## config.mk

```make
export PLATFORM = sky130hd
export DESIGN_NAME = instr_decode
export DESIGN_NICKNAME = d
export VERILOG_FILES = /design/src/rtl/instr_decode.sv
export SDC_FILE = /design/constraint.sdc
export NUM_CORES = 1
export LEC_CHECK = 0
export CORE_UTILIZATION = 40
export DETAILED_ROUTE_END_ITERATION = 10
export PLACE_DENSITY = 0.88
export SKIP_CTS_REPAIR_TIMING = 1
export SYNTH_ARGS = -nofsm -noshare
export SYNTH_HDL_FRONTEND = slang
export SYNTH_SLANG_ARGS = --single-unit
export TNS_END_PERCENT = 30
```

## constraint.sdc

```tcl
create_clock -name clk -period 2.1 [get_ports clk]
set_clock_uncertainty 0.05 [all_clocks]
set_input_delay 0.21 -clock clk [delete_from_list [all_inputs] [get_ports clk]]
set_output_delay 0.21 -clock clk [all_outputs]
set_load 0.02 [all_outputs]
```

## src/rtl/instr_decode.sv

```systemverilog
// Decode stage: registers the fetched word, splits it into regread fields and holds LM/SM for LMSM_SLOTS enabled cycles.
// Optional sticky illegal-opcode trap (illegal_instr/illegal_pc) enabled by DECODE_ILLEGAL_TRAP_EN.
module instr_decode #(
   parameter int unsigned LMSM_SLOTS = 8
) (
   input  logic        clk,
   input  logic        rst,
   input  logic [15:0] instr_in,
   input  logic [15:0] PC_in,
   input  logic        valid_f,
   input  logic        en_ctrl,
   input  logic        valid_ctrl,
   output logic [2:0]  rega,
   output logic [2:0]  regb,
   output logic [2:0]  regc,
   output logic [5:0]  imm6,
   output logic [8:0]  imm9,
   output logic [2:0]  ccz,
   output logic        regsel,
   output logic [3:0]  opcode_out,
   output logic [15:0] PC_out,
   output logic        valid_d,
   output logic        freeze_req
`ifdef DECODE_ILLEGAL_TRAP_EN
   ,
   output logic        illegal_instr,
   output logic [15:0] illegal_pc
`endif
);

   localparam int unsigned CNT_W = (LMSM_SLOTS > 1) ? $clog2(LMSM_SLOTS) : 1;
   localparam logic [CNT_W-1:0] HOLD_INIT = CNT_W'(LMSM_SLOTS - 1);

   localparam logic [3:0] OP_ADD  = 4'd0;
   localparam logic [3:0] OP_ADDI = 4'd1;
   localparam logic [3:0] OP_NAND = 4'd2;
   localparam logic [3:0] OP_LLI  = 4'd3;
   localparam logic [3:0] OP_LW   = 4'd4;
   localparam logic [3:0] OP_LM   = 4'd6;
   localparam logic [3:0] OP_SM   = 4'd7;
   localparam logic [3:0] OP_JAL  = 4'd11;
   localparam logic [3:0] OP_JLR  = 4'd12;

   logic [CNT_W-1:0] hold_cnt, hold_nxt;
   logic [2:0]  rega_nxt, regb_nxt, regc_nxt, ccz_nxt;
   logic [5:0]  imm6_nxt;
   logic [8:0]  imm9_nxt;
   logic        regsel_nxt, valid_nxt, freeze_nxt;
   logic [3:0]  opcode_nxt;
   logic [15:0] pc_nxt;
   logic [3:0]  op;
   logic        op_illegal, op_lmsm, op_writes;
   logic [2:0]  dest;
`ifdef DECODE_ILLEGAL_TRAP_EN
   logic        illegal_nxt;
   logic [15:0] illegal_pc_nxt;
`endif

   // Pure field decode of the incoming word
   always_comb begin
      op         = instr_in[15:12];
      op_illegal = (op[3:1] == 3'b111);
      op_lmsm    = (op == OP_LM) || (op == OP_SM);
      op_writes  = op inside {OP_ADD, OP_ADDI, OP_NAND, OP_LLI, OP_LW, OP_LM, OP_JAL, OP_JLR};
      case (op)
         OP_ADD, OP_NAND:              dest = instr_in[5:3];
         OP_ADDI:                      dest = instr_in[8:6];
         OP_LLI, OP_LW, OP_JAL, OP_JLR: dest = instr_in[11:9];
         default:                      dest = 3'd0;
      endcase
   end

   // Next-state: flush > stall > hold countdown > run capture
   always_comb begin
      rega_nxt   = rega;
      regb_nxt   = regb;
      regc_nxt   = regc;
      imm6_nxt   = imm6;
      imm9_nxt   = imm9;
      ccz_nxt    = ccz;
      regsel_nxt = regsel;
      opcode_nxt = opcode_out;
      pc_nxt     = PC_out;
      valid_nxt  = valid_d;
      hold_nxt   = hold_cnt;
`ifdef DECODE_ILLEGAL_TRAP_EN
      illegal_nxt    = illegal_instr;
      illegal_pc_nxt = illegal_pc;
`endif
      if (!valid_ctrl) begin
         rega_nxt   = '0;
         regb_nxt   = '0;
         regc_nxt   = '0;
         imm6_nxt   = '0;
         imm9_nxt   = '0;
         ccz_nxt    = '0;
         regsel_nxt = 1'b0;
         opcode_nxt = '0;
         pc_nxt     = '0;
         valid_nxt  = 1'b0;
         hold_nxt   = '0;
      end else if (!en_ctrl) begin
         hold_nxt = hold_cnt;
      end else if (hold_cnt != '0) begin
         hold_nxt = hold_cnt - CNT_W'(1);
      end else begin
         rega_nxt   = '0;
         regb_nxt   = '0;
         regc_nxt   = '0;
         imm6_nxt   = '0;
         imm9_nxt   = '0;
         ccz_nxt    = '0;
         regsel_nxt = 1'b0;
         opcode_nxt = '0;
         pc_nxt     = '0;
         valid_nxt  = 1'b0;
         if (valid_f) begin
            pc_nxt = PC_in;
            if (!op_illegal) begin
               rega_nxt   = instr_in[11:9];
               regb_nxt   = instr_in[8:6];
               regc_nxt   = dest;
               imm6_nxt   = instr_in[5:0];
               imm9_nxt   = instr_in[8:0];
               ccz_nxt    = instr_in[2:0];
               regsel_nxt = op_writes;
               opcode_nxt = op;
               valid_nxt  = 1'b1;
               if (op_lmsm) hold_nxt = HOLD_INIT;
            end
`ifdef DECODE_ILLEGAL_TRAP_EN
            else if (!illegal_instr) begin
               illegal_nxt    = 1'b1;
               illegal_pc_nxt = PC_in;
            end
`endif
         end
      end
      freeze_nxt = (hold_nxt != '0);
   end

   always_ff @(posedge clk) begin
      if (rst) begin
         rega       <= '0;
         regb       <= '0;
         regc       <= '0;
         imm6       <= '0;
         imm9       <= '0;
         ccz        <= '0;
         regsel     <= 1'b0;
         opcode_out <= '0;
         PC_out     <= '0;
         valid_d    <= 1'b0;
         freeze_req <= 1'b0;
         hold_cnt   <= '0;
      end else begin
         rega       <= rega_nxt;
         regb       <= regb_nxt;
         regc       <= regc_nxt;
         imm6       <= imm6_nxt;
         imm9       <= imm9_nxt;
         ccz        <= ccz_nxt;
         regsel     <= regsel_nxt;
         opcode_out <= opcode_nxt;
         PC_out     <= pc_nxt;
         valid_d    <= valid_nxt;
         freeze_req <= freeze_nxt;
         hold_cnt   <= hold_nxt;
      end
   end

`ifdef DECODE_ILLEGAL_TRAP_EN
   always_ff @(posedge clk) begin
      if (rst) begin
         illegal_instr <= 1'b0;
         illegal_pc    <= '0;
      end else begin
         illegal_instr <= illegal_nxt;
         illegal_pc    <= illegal_pc_nxt;
      end
   end
`endif

endmodule

```

After elaboration in Yosys (flattened, before gate mapping)
Cells that the tools add are included.

Bitwise logic cells: 2. Reduce and logical (&&, ||, !) cells: 9. Add/sub/neg operators: 1. Equality and inequality tests: 9. Muxes and demuxes: 26.

Operators with widths (number): $mux 3 (14); $mux 9 (2); $mux 16 (1); $eq 4x3->1 const B (3); $mux 6 (2); $pmux 3 s3 (1); $eq 4x2->1 const B (2); $eq 4x4->1 const B (2); $mux 4 (2); $reduce_bool 8->1 (1); $reduce_bool 3->1 (2); $eq 4x1->1 const B (1); $logic_not 4->1 (1); $mux 1 (4); $reduce_or 2->1 (2); $reduce_or 4->1 (1); $eq 3x3->1 const B (1); $sub 3x1->3 const B (1); $not 1->1 (2); $reduce_and 2->1 (1); $logic_or 1x1->1 (1).

Logic and storage cells: 59. Input bits: 37. Flip-flop bits (word level): 53. Output and inout bits: 50.

Depth between registers and ports, before layout
Depth in word-level cells: 9. Mapped depth: 8. Mapped depth without buffers: 6.

Worst setup path before layout
No wires, ideal clock.

Kind: flip-flop to flip-flop. Start: reg hold_cnt[0]. End: reg imm6[1]. Path slack: 501 ps. Arrival time: 1421 ps. Setup time: 128 ps. Stages on the path, launching flop included: 9. Path through: dfxtp_1 > inv_1 > ha_1 > and3b_1 > and3_1 > buf_6 > buf_6 > a22oi_1 > nor2_1.

Cells in the longest elaborated chain, start to end: 3.

Ends and longest elaborated chain: start: declaration (RTL line 44) `logic [CNT_W-1:0] hold_cnt, hold_nxt;`; start signal: assignment (RTL line 168) `hold_cnt <= hold_nxt;`; $reduce_bool 3->1 (RTL line 104) `end else if (hold_cnt != '0) begin`; $not 1->1 (no source line); $reduce_and 2->1 (no source line); end signal: assignment (RTL line 160) `imm6 <= imm6_nxt;`; end: declaration (RTL line 16) `output logic [5:0] imm6,`.

Every way passes these cells. A chain may end at the register's enable or synchronous reset.

Worst setup path in the final report
Start: reg hold_cnt[0]. End: reg imm6[4].

Same word-level chain as after synthesis.

==> results.toml <==
[floorplan]
initial_core_util = 0.427
fp.dieH_um = 68.2
core_area_mm2 = 0.00412
placementRows = 23
die_x_um = 68.2
pin_count = 87
dieArea_mm2 = 0.00466

[placement]
placed_area_mm2 = 0.00255
hpwl_um = 3400
gp_congestion = 0.752
port_buffers = 86

[worst_setup_path]
worstPathBufferInverterCount = 1
critical-path-top-delay-family = "simple AND/OR/NAND/NOR gates"
start_kind = "register"
critPathRequiredTime_ns = 2.28
end_kind = "register"
criticalPathCategory = "register to register"
cp_slowest_stage_delay_ns = 0.56
cp.arrival_ns = 1.98
crit_chain = "inv_1, ha_1, and3b_1, and3_1, a22oi_1, nor2_1"
path_max_fanout = 16
cp_slowest_cell = "and3_1"

[sta]
min_period_over_period = 0.858
max_freq_mhz = 555
post-route-min-period_ns = 1.80
slew_headroom = 0.590
maxSlewViolCount = 0
worst_pin_slew_ns = 0.615
rsz0062_at_grt = "false"
fin_setup_tns_ns = 0
setup_viol = 0
hold_viol_final = 0

[yosys]
netlist_instances = 201
synthTopCellsByArea = "dfxtp_1 (47%), a21oi_1 (7.1%), a22oi_1 (6.4%), nand3_1 (5.1%), buf_4 (5.1%)"
ys_seq_elements = 41
synth_nets = 240
syn_avg_cell_area_um2 = 8.73
ys_warn_count = 0
synth_largest_area_cell = "dfxtp_1"
syn_area_mm2 = 0.00176
synth.top_cell.area_share = 0.468
synth_cell_types = 33
yosysSeqAreaShare = 0.468

[global_route]
grt.busiest_layer = "met2"
overflow = 0
use_met2 = 0.353
antenna_found_initial = 0
grt_pass1_vias = 1566
grt_pass1_wl_um = 7060
grt_use_met3 = 0.0500
grt.total_usage = 0.204
grt_max_degree = 27
grtUsageMet1 = 0.232

[min_path]
hp-class = "register to register"

[finish]
final_cell_mix = "clkdlybuf4s50_1 (86), dfxtp_1 (41), a21oi_1 (25)"
nets = 312
area_growth_pct = 51.2
drive_gt1_frac = 0.0769
final_area_mm2 = 0.00265
antennaDiodeCount = 0
fin_util = 0.645
final_common_cell = "clkdlybuf4s50_1"

[clocking]
h-tree-depth = 2
root_buffer = "clkbuf_8"
clkTransAtPathRegs_ns = 0.07
cts_tree = "built"
cts_made_buffers = 5
cts_sinks = 41
clk_latency_ns = 0.29
clk_path_buf_depth = 2

[routing]
drt_iter0_drc = 102
ant_nets = 0
drt_pass1_iterations = 4
viasPerCell = 5.21
drc = 0
wire_per_inst_um = 14.0
wl_um = 4540
num_vias = 1682

[power_and_ir_drop]
p_leak_nw = 0.920
irDropWorstVdd_v = 0.000525
power.density_mw_per_mm2 = 639

[run_status]
run_status = "completed"

[job]
cap_violations = 0
## power breakdown
group          leakage [nW]  switching (W)  internal, W
registers             0.332     0.00000967     0.000794
logic                 0.534       0.000141     0.000138
clock network        0.0540       0.000267     0.000345
total                 0.920       0.000417      0.00128
## per-layer routing
layer / part of all wire / wire length [µm]
met4: 0.024 / 108
met2: 0.49 / 2240
met1: 0.42 / 1890
met3: 0.064 / 292
met5: 0 / 0
## registers in the layout (all words and copies together), names as in the netlist
register	cells
imm6	5
hold_cnt	3
rega	3
imm9	1
valid_d	1
regsel	1
regb	3
regc	3
opcode_out	4
PC_out	16
freeze_req	1
## worst min-delay path, delay by kind of cell, from the launching register on
kind | cells | cell delay (ns)
AOI/OAI and AO/OA | 1 | 0.05
DFF | 1 | 0.31
and+or+nand+nor | 1 | 0.05
## synth_stat cells (all sizes together)
library cell / count
a311oi: 1
nor3: 1
a21oi: 25
o22ai: 1
clkbuf: 9
o21ai: 4
a31o: 1
o211ai: 1
and3: 1
a221oi: 1
nand4: 1
nor2b: 5
inv: 3
dfxtp: 41
nand2b: 3
o2bb2ai: 3
o2111a: 1
nand3: 18
nor2: 18
and4b: 1
or3: 1
buf: 18
ha: 2
a22o: 3
nand2: 21
and3b: 1
a22oi: 15
or2: 1
## final cells by class
type	count	area (µm²)
inverters	3	11.3
fillers	361	1460
repair buffers	92	906
well taps	50	62.6
clock inverters	2	35.0
clock buffers	5	68.8
multi-input cells	130	749
flip-flops and latches	41	821
## kinds of logic (layout without fill, tap and decap cells)
kind of cell / after synthesis / after routing / synth area share
adders and majority gates: 2 / 2 / 0.0143
AOI/OAI and AO/OA: 56 / 56 / 0.215
buffers and inverters: 30 / 102 / 0.105
and+or+nand+nor: 72 / 72 / 0.197
DFF: 41 / 41 / 0.468
## path summary, 6_finish.rpt
kind | slack (ns) | from | to | depth (start not counted)
max | 0.30 | hold_cnt[0] | imm6[4] | 6
min | 0.40 | PC_out[1] | PC_out[1] | 2
max reg2reg | 0.30 | hold_cnt[0] | imm6[4] | 6
min reg2reg | 0.40 | PC_out[1] | PC_out[1] | 2
## metrics by stage
stage / std cells / total power [W] / hold slack, ns / setup WS (ns)
after floorplan: 201 / 0.000968 / 0.308 / 0.501
after global routing: 323 / 0.00177 / 0.424 / 0.173
after detailed placement: 316 / 0.00110 / 0.395 / 0.117
final: 323 / 0.00169 / 0.403 / 0.299
after CTS: 323 / 0.00171 / 0.406 / 0.301
after global placement: 316 / 0.00110 / 0.388 / 0.190
(Power assumes the default switching activity.)
